**src/rtl/req_pend_sched_if.sv**
```systemverilog
// Handshake/status bundle between the request sources, the pending-vector
// scheduler and the downstream index consumer.
interface req_pend_sched_if #(
    parameter int NSRC  = 16,
    parameter int IDX_W = 4,
    parameter int CNT_W = 5
);
    logic [NSRC-1:0]  req_vld;
    logic             flush;
    logic             out_vld;
    logic             out_rdy;
    logic [IDX_W-1:0] out_idx;
    logic [CNT_W-1:0] pend_cnt;
    logic             busy;
    logic             dup_err;

    // Scheduler side
    modport slave (
        input  req_vld, flush, out_rdy,
        output out_vld, out_idx, pend_cnt, busy, dup_err
    );

    // Sources / consumer side
    modport master (
        output req_vld, flush, out_rdy,
        input  out_vld, out_idx, pend_cnt, busy, dup_err
    );
endinterface

```
**src/rtl/req_pend_sched.sv**
```systemverilog
// Sticky pending-request collector with fixed-priority (lowest index first)
// issue through a registered valid/ready stage. Tracks duplicate requests
// and supports a synchronous flush of all pending and staged work.
module req_pend_sched #(
    parameter int NSRC  = 16,
    parameter int IDX_W = 4,
    parameter int CNT_W = 5
) (
    input  logic             clk,
    input  logic             rst_n,
    req_pend_sched_if.slave  bus
);
    logic [NSRC-1:0]  pend_q, pend_d;
    logic             out_vld_q, out_vld_d;
    logic [IDX_W-1:0] out_idx_q, out_idx_d;
    logic [CNT_W-1:0] pend_cnt_q, pend_cnt_d;
    logic             dup_err_q, dup_err_d;

    logic             ld;
    logic             any_pend;
    logic [IDX_W-1:0] sel_idx;
    logic [NSRC-1:0]  clr_mask;

    // Lowest set bit of the registered pending vector; scan high-to-low so
    // the last (lowest) hit wins.
    always_comb begin
        sel_idx  = '0;
        any_pend = |pend_q;
        for (int i = NSRC - 1; i >= 0; i--) begin
            if (pend_q[i]) sel_idx = IDX_W'(i);
        end
    end

    // Output stage load, pending update (set beats clear), dup detection, flush
    always_comb begin
        ld        = !out_vld_q || bus.out_rdy;
        clr_mask  = '0;
        pend_d    = pend_q;
        out_vld_d = out_vld_q;
        out_idx_d = out_idx_q;
        dup_err_d = dup_err_q;

        if (ld) begin
            out_vld_d = any_pend;
            if (any_pend) begin
                out_idx_d         = sel_idx;
                clr_mask[sel_idx] = 1'b1;
            end
        end

        // A request landing on the entry being issued this cycle is a fresh
        // request, not a duplicate.
        if (|(bus.req_vld & pend_q & ~clr_mask)) dup_err_d = 1'b1;

        pend_d = (pend_q & ~clr_mask) | bus.req_vld;

        // Flush wins over everything; out_idx keeps its last value.
        if (bus.flush) begin
            pend_d    = '0;
            out_vld_d = 1'b0;
            dup_err_d = 1'b0;
        end
    end

    // Population count of the next pending vector, registered alongside it
    always_comb begin
        pend_cnt_d = '0;
        for (int i = 0; i < NSRC; i++) begin
            pend_cnt_d = pend_cnt_d + CNT_W'(pend_d[i]);
        end
    end

    // State registers
    always_ff @(posedge clk or negedge rst_n) begin
        if (!rst_n) begin
            pend_q     <= '0;
            out_vld_q  <= 1'b0;
            out_idx_q  <= '0;
            pend_cnt_q <= '0;
            dup_err_q  <= 1'b0;
        end else begin
            pend_q     <= pend_d;
            out_vld_q  <= out_vld_d;
            out_idx_q  <= out_idx_d;
            pend_cnt_q <= pend_cnt_d;
            dup_err_q  <= dup_err_d;
        end
    end

    assign bus.out_vld  = out_vld_q;
    assign bus.out_idx  = out_idx_q;
    assign bus.pend_cnt = pend_cnt_q;
    assign bus.dup_err  = dup_err_q;
    assign bus.busy     = any_pend || out_vld_q;
endmodule

```
**src/flat_wrapper.sv**
```systemverilog
// flat-port wrapper written by rule: the top's interface ports become plain ports
module req_pend_sched_flat 
#(
    parameter int NSRC  = 16,
    parameter int IDX_W = 4,
    parameter int CNT_W = 5
)
  (clk, rst_n, bus_req_vld, bus_flush, bus_out_rdy, bus_out_vld, bus_out_idx, bus_pend_cnt, bus_busy, bus_dup_err);
  req_pend_sched_if #(.NSRC(NSRC), .IDX_W(IDX_W), .CNT_W(CNT_W)) bus_i ();
  input  logic clk;
  input  logic rst_n;
  input wire logic [$bits(bus_i.req_vld)-1:0] bus_req_vld;
  input wire logic [$bits(bus_i.flush)-1:0] bus_flush;
  input wire logic [$bits(bus_i.out_rdy)-1:0] bus_out_rdy;
  output wire logic [$bits(bus_i.out_vld)-1:0] bus_out_vld;
  output wire logic [$bits(bus_i.out_idx)-1:0] bus_out_idx;
  output wire logic [$bits(bus_i.pend_cnt)-1:0] bus_pend_cnt;
  output wire logic [$bits(bus_i.busy)-1:0] bus_busy;
  output wire logic [$bits(bus_i.dup_err)-1:0] bus_dup_err;
  assign bus_i.req_vld = bus_req_vld;
  assign bus_i.flush = bus_flush;
  assign bus_i.out_rdy = bus_out_rdy;
  assign bus_out_vld = bus_i.out_vld;
  assign bus_out_idx = bus_i.out_idx;
  assign bus_pend_cnt = bus_i.pend_cnt;
  assign bus_busy = bus_i.busy;
  assign bus_dup_err = bus_i.dup_err;
  req_pend_sched #(.NSRC(NSRC), .IDX_W(IDX_W), .CNT_W(CNT_W)) u_core (.clk(clk), .rst_n(rst_n), .bus(bus_i));
endmodule
```
**config.mk**
```make
export PLATFORM = sky130hd
export DESIGN_NAME = req_pend_sched_flat
export DESIGN_NICKNAME = d
export VERILOG_FILES = /design/src/rtl/req_pend_sched_if.sv /design/src/rtl/req_pend_sched.sv /design/src/flat_wrapper.sv
export SDC_FILE = /design/constraint.sdc
export NUM_CORES = 1
export LEC_CHECK = 0
export ABC_CLOCK_PERIOD_IN_PS = 6300
export BUFFER_PORTS_ARGS = -buffer_cell sky130_fd_sc_hd__buf_4
export CORE_MARGIN = 5
export CORE_UTILIZATION = 51
export CTS_BUF_LIST = sky130_fd_sc_hd__clkbuf_2 sky130_fd_sc_hd__clkbuf_4 sky130_fd_sc_hd__clkbuf_8
export CTS_CLUSTER_DIAMETER = 30
export DETAILED_ROUTE_END_ITERATION = 7
export GPL_ROUTABILITY_DRIVEN = 0
export PLACE_DENSITY = 0.76
export SETUP_SLACK_MARGIN = 0.02
export SLEW_MARGIN = 5
export SYNTH_ARGS = -nofsm -noshare
export SYNTH_HDL_FRONTEND = slang
export SYNTH_SLANG_ARGS = --single-unit
```
**constraint.sdc**
```tcl
create_clock -name clk -period 6.3 [get_ports clk]
set_clock_uncertainty 0.2 [all_clocks]
set_input_delay 0.315 -clock clk [delete_from_list [all_inputs] [get_ports clk]]
set_output_delay 0.315 -clock clk [all_outputs]
set_load 0.05 [all_outputs]
```
; Word level (Yosys, flattened, before mapping)
; Cells that the tools add are included.
[word_totals]
inputBits = 20
register_bits = 27
out_inout_bits = 12
word_cells = 61
[classes]
n_lt_le_gt_ge = 2
add_sub_neg = 15
mux = 25
n_reduce_logical = 9
bitwise = 5
[ops]
columns = cell, count
row1 = adder 5 x 1 -> 5 bit, 14
row2 = 2-to-1 mux 4 bit, 16
row3 = bitwise AND 16 bit, 3
row4 = 2-to-1 mux 16 bit, 3
row5 = OR reduction 16 bit, 2
row6 = NOT 16 bit, 1
row7 = OR 16 bit, 1
row8 = < comparator 4 x 5 -> 1 bit (second input constant), 1
row9 = 2-to-1 mux 1 bit, 5
row10 = demux 1 bit (select 4 bit), 1
row11 = greater-or-equal comparator 4 x 1 -> 1 bit (second input constant), 1
row12 = nonzero test 2 bit, 2
row13 = adder 1 x 1 -> 2 bit, 1
row14 = logical OR 1 bit, 2
row15 = AND reduction 2 bit, 1
row16 = logical AND 1 bit, 1
row17 = zero test 1 bit, 1

; Logic depth before layout (Yosys ltp)
; Gate-level depths: netlist (run 1).
[logic_depth]
depth_word = 41
depth_mapped = 21
depth_no_buf = 19

; Worst setup path after synthesis (run 1)
; Ideal clock, no wire load.
[synth_timing]
path_kind = reg-to-reg
start = reg u_core.pend_q[13]
end = reg u_core.pend_cnt_q[1], in the netlist u_core.bus.pend_cnt[1]
required_time_ns = 5.964
path_stages_with_launch = 18
setup_ns = 0.136
path_slack_ns = 1.305
n_path_buf = 1
arrival_ns = 4.659
path_cell_list = dfrtp_1 -> o311a_1 -> or4_1 -> buf_2 -> a31o_2 -> nand2_1 -> a21oi_1 -> nor2_1 -> fa_1 -> inv_1 -> fa_1 -> fa_1 -> inv_1 -> fa_1 -> inv_1 -> fa_1 -> inv_1 -> fa_1
[synth_lines]
columns = element, line_no
row1 = from (decl), req_pend_sched.sv:13  ; logic [NSRC-1:0] pend_q, pend_d;
row2 = from (signal assigned), req_pend_sched.sv:82  ; pend_q <= pend_d;
row3 = 2-to-1 mux 4 bit (14 in a row), req_pend_sched.sv:30  ; if (pend_q[i]) sel_idx = IDX_W'(i);
row4 = < comparator 4 x 5 -> 1 bit (implied by the code) / greater-or-equal comparator 4 x 1 -> 1 bit (equally long branches), req_pend_sched.sv:47  ; clr_mask[sel_idx] = 1'b1;
row5 = logical AND 1 bit (implied by the code), req_pend_sched.sv:47
row6 = 2-to-1 mux 1 bit (implied by the code), req_pend_sched.sv:47
row7 = demux 1 bit (select 4 bit), n/a
row8 = 2-to-1 mux 16 bit (*), req_pend_sched.sv:45  ; if (any_pend) begin
row9 = 2-to-1 mux 16 bit (*), req_pend_sched.sv:43  ; if (ld) begin
row10 = NOT 16 bit (*), req_pend_sched.sv:55  ; pend_d = (pend_q & ~clr_mask) | bus.req_vld;
row11 = bitwise AND 16 bit (*), req_pend_sched.sv:55
row12 = OR 16 bit (*), req_pend_sched.sv:55
row13 = 2-to-1 mux 16 bit (*), req_pend_sched.sv:58  ; if (bus.flush) begin
row14 = named net u_core.pend_d[8], req_pend_sched.sv:13
row15 = adder 5 x 1 -> 5 bit (*) (8 in a row), req_pend_sched.sv:69  ; pend_cnt_d = pend_cnt_d + CNT_W'(pend_d[i]);
row16 = named net u_core.pend_cnt_d[1], req_pend_sched.sv:16  ; logic [CNT_W-1:0] pend_cnt_q, pend_cnt_d;
row17 = to (signal assigned), req_pend_sched.sv:85  ; pend_cnt_q <= pend_cnt_d;
row18 = to (decl), req_pend_sched.sv:16
; The timed path passes the listed nets; every way through them passes the cells marked *.
; A chain may end at the register's enable or synchronous reset.

; Worst setup path in the final report (run 1)
; Ends and elaborated chain as after synthesis.

==> metrics.csv, run 1 <==
metric,value,unit
status,"complete, no violations",
r2r_slack,1000,ps
critical_path_class,flip-flop to flip-flop,
synth-compound-area-share,22.2,%
p_sw_share,41.3,%
crit_path_end,u_core.bus.pend_cnt[1],
grt.overflow.total,0,
netlist_area,1860,µm²
ys_seq_area_share,36.3,%
seq_power_share,36.1,%
finalNonFillerCells,280,
drtAntennaViolNets,0,
cts_htree_levels,1,
synth_cell_types,45,
dp_cells,275,
worstSkewPairLatency,270,ps
post_drt_via_cell_ratio,5.56,
first_pass_iters,4,
cap_violations,0,
synth_top_area_share,36.3,%
pin_count,32,
wl_per_cell,15.0,µm
syn-num-nets,238,
clk_pin_slew,90,ps
cp_top_family,adder cells,
p_clk_share,16.4,%
cp.depth,16,
muxShareOfSynthArea,0,%
num_vias,1558,
ir_drop,0.000220,V
io_buffers,31,
start_kind,flip-flop,
crit_chain,"o311a_1, or4_1, a31o_2, nand2_1, a21oi_1, nor2_1, fa_1, inv_1, fa_1, fa_1, inv_1, fa_1, inv_1, fa_1, inv_1, fa_1",
grt_antenna_before_repair,0,
synthCells,203,
dp_hpwl,3.44,mm
power.internal,352,µW
synthSimpleGateAreaFrac,19.7,%
cp-startpoint,u_core.pend_q[13],
cts.sinks,27,
crit_path_end_kind,flip-flop,
initial_core_util,51.6,%
fin_tns_setup,0,ps
worst_slew_pin_slew,729,ps
row_count,22,
die_h,70.4,µm
grt_pass1_vias,1538,
cts_buffers,3,
cts_root_buffer,clkbuf_8,
placeableCoreArea,3610,µm²
critPathBufInv,4,
dp_slack,1050,ps
fmax,189,MHz
cp_slowest_cell,or4_1,
syn_to_final_growth,16.7,%
finalSetupViolations,0,
powerDensity,276,nW/µm²
drt_iter0_drc,128,
power.switching,248,µW
synth.area.top_cells,"dfrtp_1, fa_1, nor2_1",
rsz0062_at_grt,no,
setup_ws,1000,ps
crit_top_cell,fa_1,
synth_top_family_by_area,compound AO/OA/AOI/OAI gates,
combPwrFrac,47.5,%
grt_max_degree,28,
synthXorXnorAreaFrac,0.942,%
slew_headroom,50.9,%
wl,4.21,mm
arrival,5250,ps
ys_ff_latch,27,
cts_resized,0,
drive_above_1_share,20.3,%
ff2ff_path_depth,16,
fp.dieW,70.4,µm
cts_tree,done,
hold_path.class,input pin to flip-flop,
gr-usage-all-layers,18.6,%
reg2reg_to,u_core.bus.pend_cnt[1],
drcViolationCount,0,
dieArea,4950,µm²
leakagePower,1.03,nW
r2r-start,u_core.pend_q[13],
yosysWarnings,0,
timing.final.max_slew_violations,0,
cp_max_fo,6,
fin_crit_sh,84.1,%
clockBufferDepth,2,
hold_violations,0,
synth_area_leader_cell,dfrtp_1,
avgSynthCellArea,9.16,µm²
antenna_cells,0,
slowest_delay,620,ps
finalCriticalPeriod,5300,ps
synthAdderAreaFrac,14.1,%
final_nets,268,
critPathRequiredTime,6250,ps
grt_pass1_wl,7.36,mm
[per-stage QoR]
step	cell area, µm²	utilization [%]	hold slack, ps	power [mW]
2_1_floorplan	1860	-	-181	0.428
3_3_place_gp	2110	58.6	47.4	0.499
3_5_place_dp	2110	58.6	48.6	0.507
4_1_cts	2170	60.2	91.5	0.605
5_1_grt	2170	60.2	82.4	0.648
6_report	2170	60.2	89.3	0.599
[how the worst min path moves through the flow]
stage | depth (start not counted) | slack (ps) | end | startpoint
floorplan | 0 | -180 | u_core.bus.dup_err | rst_n
global placement | 1 | 50 | u_core.pend_q[3] | rst_n
detailed placement | 1 | 50 | u_core.pend_q[1] | rst_n
CTS | 3 | 90 | u_core.pend_q[15] | bus_req_vld[15]
global route | 3 | 80 | u_core.pend_q[15] | bus_req_vld[15]
finish | 3 | 90 | u_core.pend_q[15] | bus_req_vld[15]
[placed cells by master, fill, tap and decap left out, drive strengths merged, types with 4 or more instances in the layout]
| cell | netlist | layout |
|---|---|---|
| o311a | 6 | 6 |
| o31a | 4 | 4 |
| a21oi | 17 | 17 |
| nor2b | 4 | 4 |
| nor4 | 7 | 7 |
| nor3 | 5 | 5 |
| ha | 5 | 5 |
| buf | 3 | 31 |
| fa | 10 | 10 |
| dfrtp | 27 | 27 |
| nand2 | 12 | 12 |
| o21ai | 6 | 6 |
| nor2 | 28 | 28 |
| inv | 23 | 23 |
| or2 | 4 | 4 |
[worst register-to-register path: cells and delay by family, from the launching register on]
family / cells / cell delay [ps]
compound gates: 3 / 780
fa+ha+maj: 6 / 2630
simple gates: 3 / 900
buf+inv: 4 / 250
flops: 1 / 430
[layout make-up]
cell class	count	area, µm²
inverter	23	86.3
tap	48	60.1
sequential	27	676
timing repair buffer	32	243
clock inverter	1	5.00
clock buffer	3	41.3
fill	333	1440
multi-input combinational	146	1060
[power by group through the flow]
| stage | logic [mW] | registers (mW) | clock network (mW) |
|---|---|---|---|
| after floorplan | 0.156 | 0.272 | 0 |
| after global placement | 0.279 | 0.219 | 0 |
| after detailed placement | 0.287 | 0.220 | 0 |
| after CTS | 0.289 | 0.216 | 0.100 |
| after global routing | 0.321 | 0.219 | 0.108 |
| final | 0.285 | 0.216 | 0.0984 |
[registers in the layout (all words and copies together), names as in the netlist]
name / cells
u_core.bus.pend_cnt: 5
u_core.bus.out_vld: 1
u_core.bus.out_idx: 4
u_core.pend_q: 16
u_core.bus.dup_err: 1
[what timing repair did]
| action | in CTS | in global routing |
|---|---|---|
| setup buffers | 0 | 0 |
| hold buffers | 1 | 0 |
| endpoints found under the hold margin | 27 | 0 |
[metal layers]
layer	global-route usage [%]	wire length (µm)
met1	25.5	1880
met2	30.0	2030
met3	2.59	234
met4	6.17	64
met5	0	0
[kinds of logic (layout without fill, tap and decap cells)]
group | Yosys count | count (layout)
compound gates | 55 | 55
xor+xnor | 2 | 2
fa+ha+maj | 15 | 15
buf+inv | 30 | 59
flops | 27 | 27
simple gates | 74 | 74
[synth_stat cells, drive strengths merged]
library cell  instances
nor2                 28
dfrtp                27
inv                  23
a21oi                17
nand2                12
fa                   10
nor4                  7
o21ai                 6
o311a                 6
ha                    5
nor3                  5
clkbuf                4
nor2b                 4
o31a                  4
or2                   4
a31oi                 3
buf                   3
nand2b                3
o21a                  3
o31ai                 3
or4                   3
a2111oi               2
a21o                  2
and2                  2
nand3                 2
o21bai                2
a21boi                1
a221oi                1
a31o                  1
nand4b                1
nor3b                 1
o211ai                1
o21ba                 1
o41a                  1
o41ai                 1
or2b                  1
or3                   1
xnor2                 1
xor2                  1
(Power assumes the default switching activity.)
==> run 2, diff against run 1 <==
Settings changed: ABC_CLOCK_PERIOD_IN_PS 6300 to 4700, PLACE_DENSITY 0.76 to 0.78.
Clock period 6.3 ns to 4.7 ns, I/O delays scaled along.
==> run 2 against run 1 <==
The run now ends with negative setup slack left. Flip-flop and latch count is the same. Register-to-register slack got worse by 1300 ps. Via count is 16% higher. Hold slack got worse by 68 ps. Final cell count rose by 14%. Critical path type unchanged. Largest power group unchanged. Fmax increased by 5.1%. Die area stayed put. Clock power is 49% higher. Critical path depth rose by 1. Setup slack got worse by 1300 ps.
==> metrics.csv, run 2 (synthesis results as in run 1) <==
metric,value,unit,change
gr-usage-all-layers,22.7,%,+4.1 points
p_clk_share,16.0,%,-0.4 points
finalSetupViolations,5,,+5
cts_root_buffer,clkbuf_8,,
grt_pass1_vias,1788,,+16%
cts.sinks,27,,unchanged
combPwrFrac,52.8,%,+5.3 points
dp_hpwl,4.19,mm,+22%
r2r-start,u_core.pend_q[15],,
critical_path_class,flip-flop to flip-flop,,
hold_path.class,input pin to flip-flop,,
fin_crit_sh,107,%,+23 points
cts_tree,done,,
status,finished with violations,,
min_to,u_core.pend_q[5],,
cts_htree_levels,1,,unchanged
fmax,198,MHz,+5.1%
grt_max_degree,28,,unchanged
worst_slew_pin_slew,482,ps,-247 ps
dpl_cell_area,2410,µm²,+14%
grt.overflow.total,0,,unchanged
worstSkewPairLatency,290,ps,+20 ps
r2r_slack,-340,ps,-1340 ps
hold_depth,2,,-1
nFillCells,296,,-11%
final_nets,308,,+15%
syn_to_final_growth,38.6,%,
die_h,70.4,µm,unchanged
antenna_cells,0,,unchanged
setup_ws,-342,ps,-1340 ps
io_buffers,31,,unchanged
pin_count,32,,unchanged
slew_headroom,67.0,%,+16 points
drcViolationCount,0,,unchanged
crit_path_end_kind,flip-flop,,
start_kind,flip-flop,,
ir_drop,0.000331,V,+50%
largest_reg_flops,16,,unchanged
fin_util,71.4,%,+11 points
fp.dieW,70.4,µm,unchanged
initial_core_util,51.6,%,unchanged
cap_violations,0,,unchanged
p_sw_share,42.2,%,+0.92 points
layout_commonest_cell,buf_4,,
cp_slowest_cell,fa_1,,
cp_max_fo,4,,-2
slowest_delay,540,ps,-80 ps
timing.final.max_slew_violations,0,,unchanged
finalCriticalPeriod,5040,ps,-258 ps
worstHoldStart,bus_req_vld[5],,
final_cell_mix,"buf_4, dfrtp_1, inv_1, nor2_1, a21oi_1",,
wl,5.41,mm,+29%
dieArea,4950,µm²,unchanged
critPathBufInv,5,,+1
first_pass_iters,4,,unchanged
grt_pass1_wl,8.91,mm,+21%
power.internal,530,µW,+51%
leakagePower,1.25,nW,+21%
regMostFlops,u_core.pend_q,,
crit_chain,"buf_6, or2b_1, a221oi_4, o41a_1, o31a_1, nor2_1, nor2_2, fa_1, inv_1, fa_1, fa_1, inv_1, fa_1, inv_1, fa_2, inv_2, fa_2",,
rsz0062_at_grt,yes,,
post_drt_via_cell_ratio,5.65,,+1.6%
reg2reg_to,u_core.bus.pend_cnt[1],,
design_area,2580,µm²,+19%
crit_top_cell,fa_1,,
num_vias,1809,,+16%
grt_antenna_before_repair,0,,unchanged
powerDensity,356,nW/µm²,+29%
clockBufferDepth,2,,unchanged
clk_pin_slew,110,ps,+20 ps
cp_top_family,adder cells,,
violations,negative setup slack,,
drtAntennaViolNets,0,,unchanged
seq_power_share,31.1,%,-5.0 points
drt_iter0_drc,185,,+45%
row_count,22,,unchanged
hold_violations,0,,unchanged
ff2ff_path_depth,17,,+1
placeableCoreArea,3610,µm²,unchanged
cts_buffers,3,,unchanged
drive_above_1_share,39.3,%,+19 points
arrival,5020,ps,-230 ps
power.switching,387,µW,+56%
critPathRequiredTime,4670,ps,-1580 ps
wl_per_cell,16.9,µm,+12%
whs,21.5,ps,-67.8 ps
-- run 2: cell count changes in the layout (fill, tap and decap cells not counted), sizes merged --
| cell | change |
|---|---|
| buf | +40 |
| clkinv | -1 |
| inv | +1 |
-- run 2: area by class of cell --
cell class                 count  area, µm²  area share [%]
inverter                      23       86.3            3.35
clock buffer                   3       41.3            1.60
timing repair buffer          72        547            21.2
clock inverter                 1       8.76           0.340
multi-input combinational    146       1160            44.9
sequential                    27        676            26.2
tap                           48       60.1            2.33
-- run 2: power by group through the flow --
| stage | Clock [mW] | Sequential [mW] | Combinational, mW |
|---|---|---|---|
| 6_report | 0.147 | 0.285 | 0.485 |
| 5_1_grt | 0.155 | 0.289 | 0.525 |
| 4_1_cts | 0.147 | 0.285 | 0.475 |
| 3_5_place_dp | 0 | 0.289 | 0.457 |
| 3_3_place_gp | 0 | 0.287 | 0.439 |
| 2_1_floorplan | 0 | 0.365 | 0.220 |
-- run 2: stage by stage --
stage,setup slack (ps),total power [mW],cells,TNS (ps)
after floorplan,-266,0.585,203,-861
after detailed placement,-344,0.746,313,-1310
after CTS,-274,0.906,319,-818
after global placement,-268,0.727,313,-945
after global routing,-476,0.969,320,-1870
final,-342,0.917,320,-1170
-- run 2: what timing repair did --
action,4_1_cts,5_1_grt
hold buffers,1,0
endpoints found under the hold margin,27,0
buffers inserted,1,2
pin swaps,5,6
resized for setup,12,8
endpoints found under the setup margin,5,5
-- run 2: how the worst max path moves through the flow --
stage | from | to | slack, ps | cells past startpoint
floorplan | u_core.pend_q[13] | u_core.bus.pend_cnt[1] | -270 | 16
CTS | u_core.pend_q[13] | u_core.bus.pend_cnt[1] | -270 | 15
detailed placement | u_core.pend_q[13] | u_core.bus.pend_cnt[4] | -340 | 18
global placement | u_core.pend_q[13] | u_core.bus.pend_cnt[4] | -270 | 17
finish | u_core.pend_q[15] | u_core.bus.pend_cnt[1] | -340 | 17
global route | u_core.pend_q[15] | u_core.bus.pend_cnt[1] | -480 | 17
-- run 2: routing by layer --
layer	routed length (µm)	part of all wire [%]	global-route usage [%]	up-vias
met5	0	0	0	-
met4	153	2.8	8.72	0
met3	291	5.4	3.60	20
met2	2730	50	37.9	60
met1	2230	41	29.2	875
li1	-	-	-	854
==> run 3, diff against run 2 <==
==> constraint.sdc (replaced) <==
create_clock -name clk -period 4.7 [get_ports clk]
set_clock_uncertainty 0.2 [all_clocks]
set_input_delay 0.47 -clock clk [delete_from_list [all_inputs] [get_ports clk]]
set_output_delay 0.47 -clock clk [all_outputs]
set_load 0.05 [all_outputs]
==> run 3 against run 2 <==
Highest routed layer unchanged. Flip-flop and latch count stayed put. Via count is 3.3% higher. The flow still finishes with violations (negative setup slack). Utilization is 0.83 points higher. Clock-buffer cell count stayed put. Fmax is 1.4% higher. Die area stayed put.
==> metrics.csv, run 3 (synthesis results as in run 1) <==
metric,value,unit,change
critical_path_class,flip-flop to flip-flop,,
combPwrFrac,52.8,%,about the same
fin_util,72.3,%,+0.83 points
powerDensity,345,nW/µm²,-3.1%
grt_max_degree,28,,unchanged
finalSetupViolations,5,,unchanged
drcViolationCount,0,,unchanged
io_buffers,31,,unchanged
wl_per_cell,16.9,µm,-0.17%
cap_violations,0,,unchanged
fin_crit_sh,106,%,-1.5 points
violations,negative setup slack,,
layout_commonest_cell,buf_4,,
clockBufferDepth,2,,unchanged
cp_slowest_cell,or4_4,,
fp.dieW,70.4,µm,unchanged
clk_pin_slew,100,ps,about the same
cts_htree_levels,1,,unchanged
rsz0062_at_grt,yes,,
slowest_delay,540,ps,about the same
worst_slew_pin_slew,423,ps,-58.7 ps
crit_chain,"o311a_1, or4_4, o31a_1, nor2_1, nor2_1, fa_1, inv_1, fa_1, fa_1, inv_1, fa_1, inv_1, fa_2, inv_2, fa_2",,
finalNonFillerCells,325,,+1.6%
p_total,899,µW,-2.0%
critPathRequiredTime,4660,ps,about the same
setup_ws,-273,ps,+68.7 ps
p_clk_share,15.4,%,-0.6 points
regMostFlops,u_core.pend_q,,
grt_pass1_wl,8.57,mm,-3.9%
row_count,22,,unchanged
worstSkewPairLatency,280,ps,about the same
dieArea,4950,µm²,unchanged
placeableCoreArea,3610,µm²,unchanged
leakagePower,1.26,nW,+1.4%
p_sw_share,41.7,%,-0.49 points
grt.overflow.total,0,,unchanged
pin_count,32,,unchanged
fmax,201,MHz,+1.4%
wl,5.49,mm,+1.4%
drt_iter0_drc,269,,+45%
initial_core_util,51.6,%,unchanged
dp_cells,316,,+0.96%
syn_to_final_growth,40.2,%,
crit_top_cell,fa_1,,
power.internal,524,µW,-1.1%
grt_pass1_vias,1792,,+0.22%
whs,255,ps,+233 ps
ir_drop,0.000318,V,-3.7%
hold_violations,0,,unchanged
final_nets,313,,+1.6%
slew_headroom,71.1,%,+4.0 points
crit_path_end_kind,flip-flop,,
cts_tree,done,,
cts_buffers,3,,unchanged
finalCriticalPeriod,4970,ps,-68.7 ps
num_vias,1869,,+3.3%
antenna_cells,0,,unchanged
first_pass_iters,5,,+1
cp_max_fo,5,,+1
die_h,70.4,µm,unchanged
dp_hpwl,4.17,mm,-0.61%
timing.final.max_slew_violations,0,,unchanged
cts_root_buffer,clkbuf_8,,
hold_path.class,input pin to flip-flop,,
seq_power_share,31.8,%,+0.7 points
drtAntennaViolNets,0,,unchanged
start_kind,flip-flop,,
post_drt_via_cell_ratio,5.75,,+1.7%
power.switching,375,µW,-3.1%
critPathBufInv,4,,-1
final_cell_mix,"buf_4, dfrtp_1, nor2_1",,
cts.sinks,27,,unchanged
nFillCells,274,,-7.4%
cp_top_family,adder cells,,
arrival,4930,ps,-90 ps
largest_reg_flops,16,,unchanged
drive_above_1_share,39.7,%,+0.37 points
gr-usage-all-layers,22.2,%,-0.46 points
grt_antenna_before_repair,0,,unchanged
status,finished with violations,,
[run 3: cell count changes in the layout (fill, tap and decap cells not counted), sizes merged]
cell | previous run | this run
buf | 71 | 76
clkinvlp | 0 | 1
inv | 24 | 23
[run 3: path summary, 6_finish.rpt]
kind / from / endpoint / slack [ps] / cells past startpoint
max in group asynchronous: rst_n / u_core.bus.pend_cnt[1] / 3610 / 2
max reg2reg: u_core.pend_q[12] / u_core.bus.pend_cnt[1] / -270 / 15
min reg2reg: u_core.bus.out_idx[1] / u_core.bus.out_idx[1] / 290 / 2
max: u_core.pend_q[12] / u_core.bus.pend_cnt[1] / -270 / 15
min: bus_req_vld[5] / u_core.pend_q[5] / 250 / 2
min in group asynchronous: rst_n / u_core.bus.out_vld / 430 / 2
[run 3: per-stage QoR]
step | TNS [ps] | setup WS (ps) | instance area [µm²]
finish | -802 | -273 | 2610
global route | -1600 | -423 | 2610
CTS | -808 | -266 | 2530
detailed placement | -1370 | -360 | 2440
global placement | -951 | -269 | 2440
floorplan | -861 | -266 | 1880
[run 3: cell type report]
type	instances	area, µm²	share of cell area [%]
clock buffer	3	41.3	1.58
clock inverter	1	7.51	0.288
inverter	23	86.3	3.31
multi-input combinational	146	1150	44.3
sequential	27	676	25.9
tap	48	60.1	2.30
timing repair buffer	77	581	22.3
[run 3: power groups by stage]
| stage | combinational [mW] | sequential (mW) | clock, mW |
|---|---|---|---|
| after floorplan | 0.220 | 0.365 | 0 |
| after global placement | 0.441 | 0.288 | 0 |
| after detailed placement | 0.455 | 0.288 | 0 |
| after CTS | 0.464 | 0.284 | 0.141 |
| after global routing | 0.517 | 0.290 | 0.152 |
| final | 0.474 | 0.286 | 0.139 |
[run 3: worst register-to-register path: stages, from the launching register on]
cell and delay [ps]:
dfrtp_1 410, o311a_1 350, or4_4 540, o31a_1 280, nor2_1 90, nor2_1 70
fa_1 540, inv_1 50, fa_1 450, fa_1 510, inv_1 50, fa_1 470
inv_1 50, fa_2 330, inv_2 70, fa_2 420
[run 3: repair_timing]
action                                  CTS  global route
buffers inserted                          1             3
hold endpoints to repair                 27             0
gates resized for setup                   8            10
hold buffers                              1             0
endpoints found under the setup margin    5             5
pin swaps                                 2             1
[run 3: routing by layer]
layer / up-vias / wire (µm) / global-route usage, %
met2: 93 / 2770 / 36.8
met1: 887 / 2140 / 28.3
met4: 0 / 199 / 10.0
li1: 861 / - / -
met3: 28 / 371 / 3.60
met5: - / 0 / 0
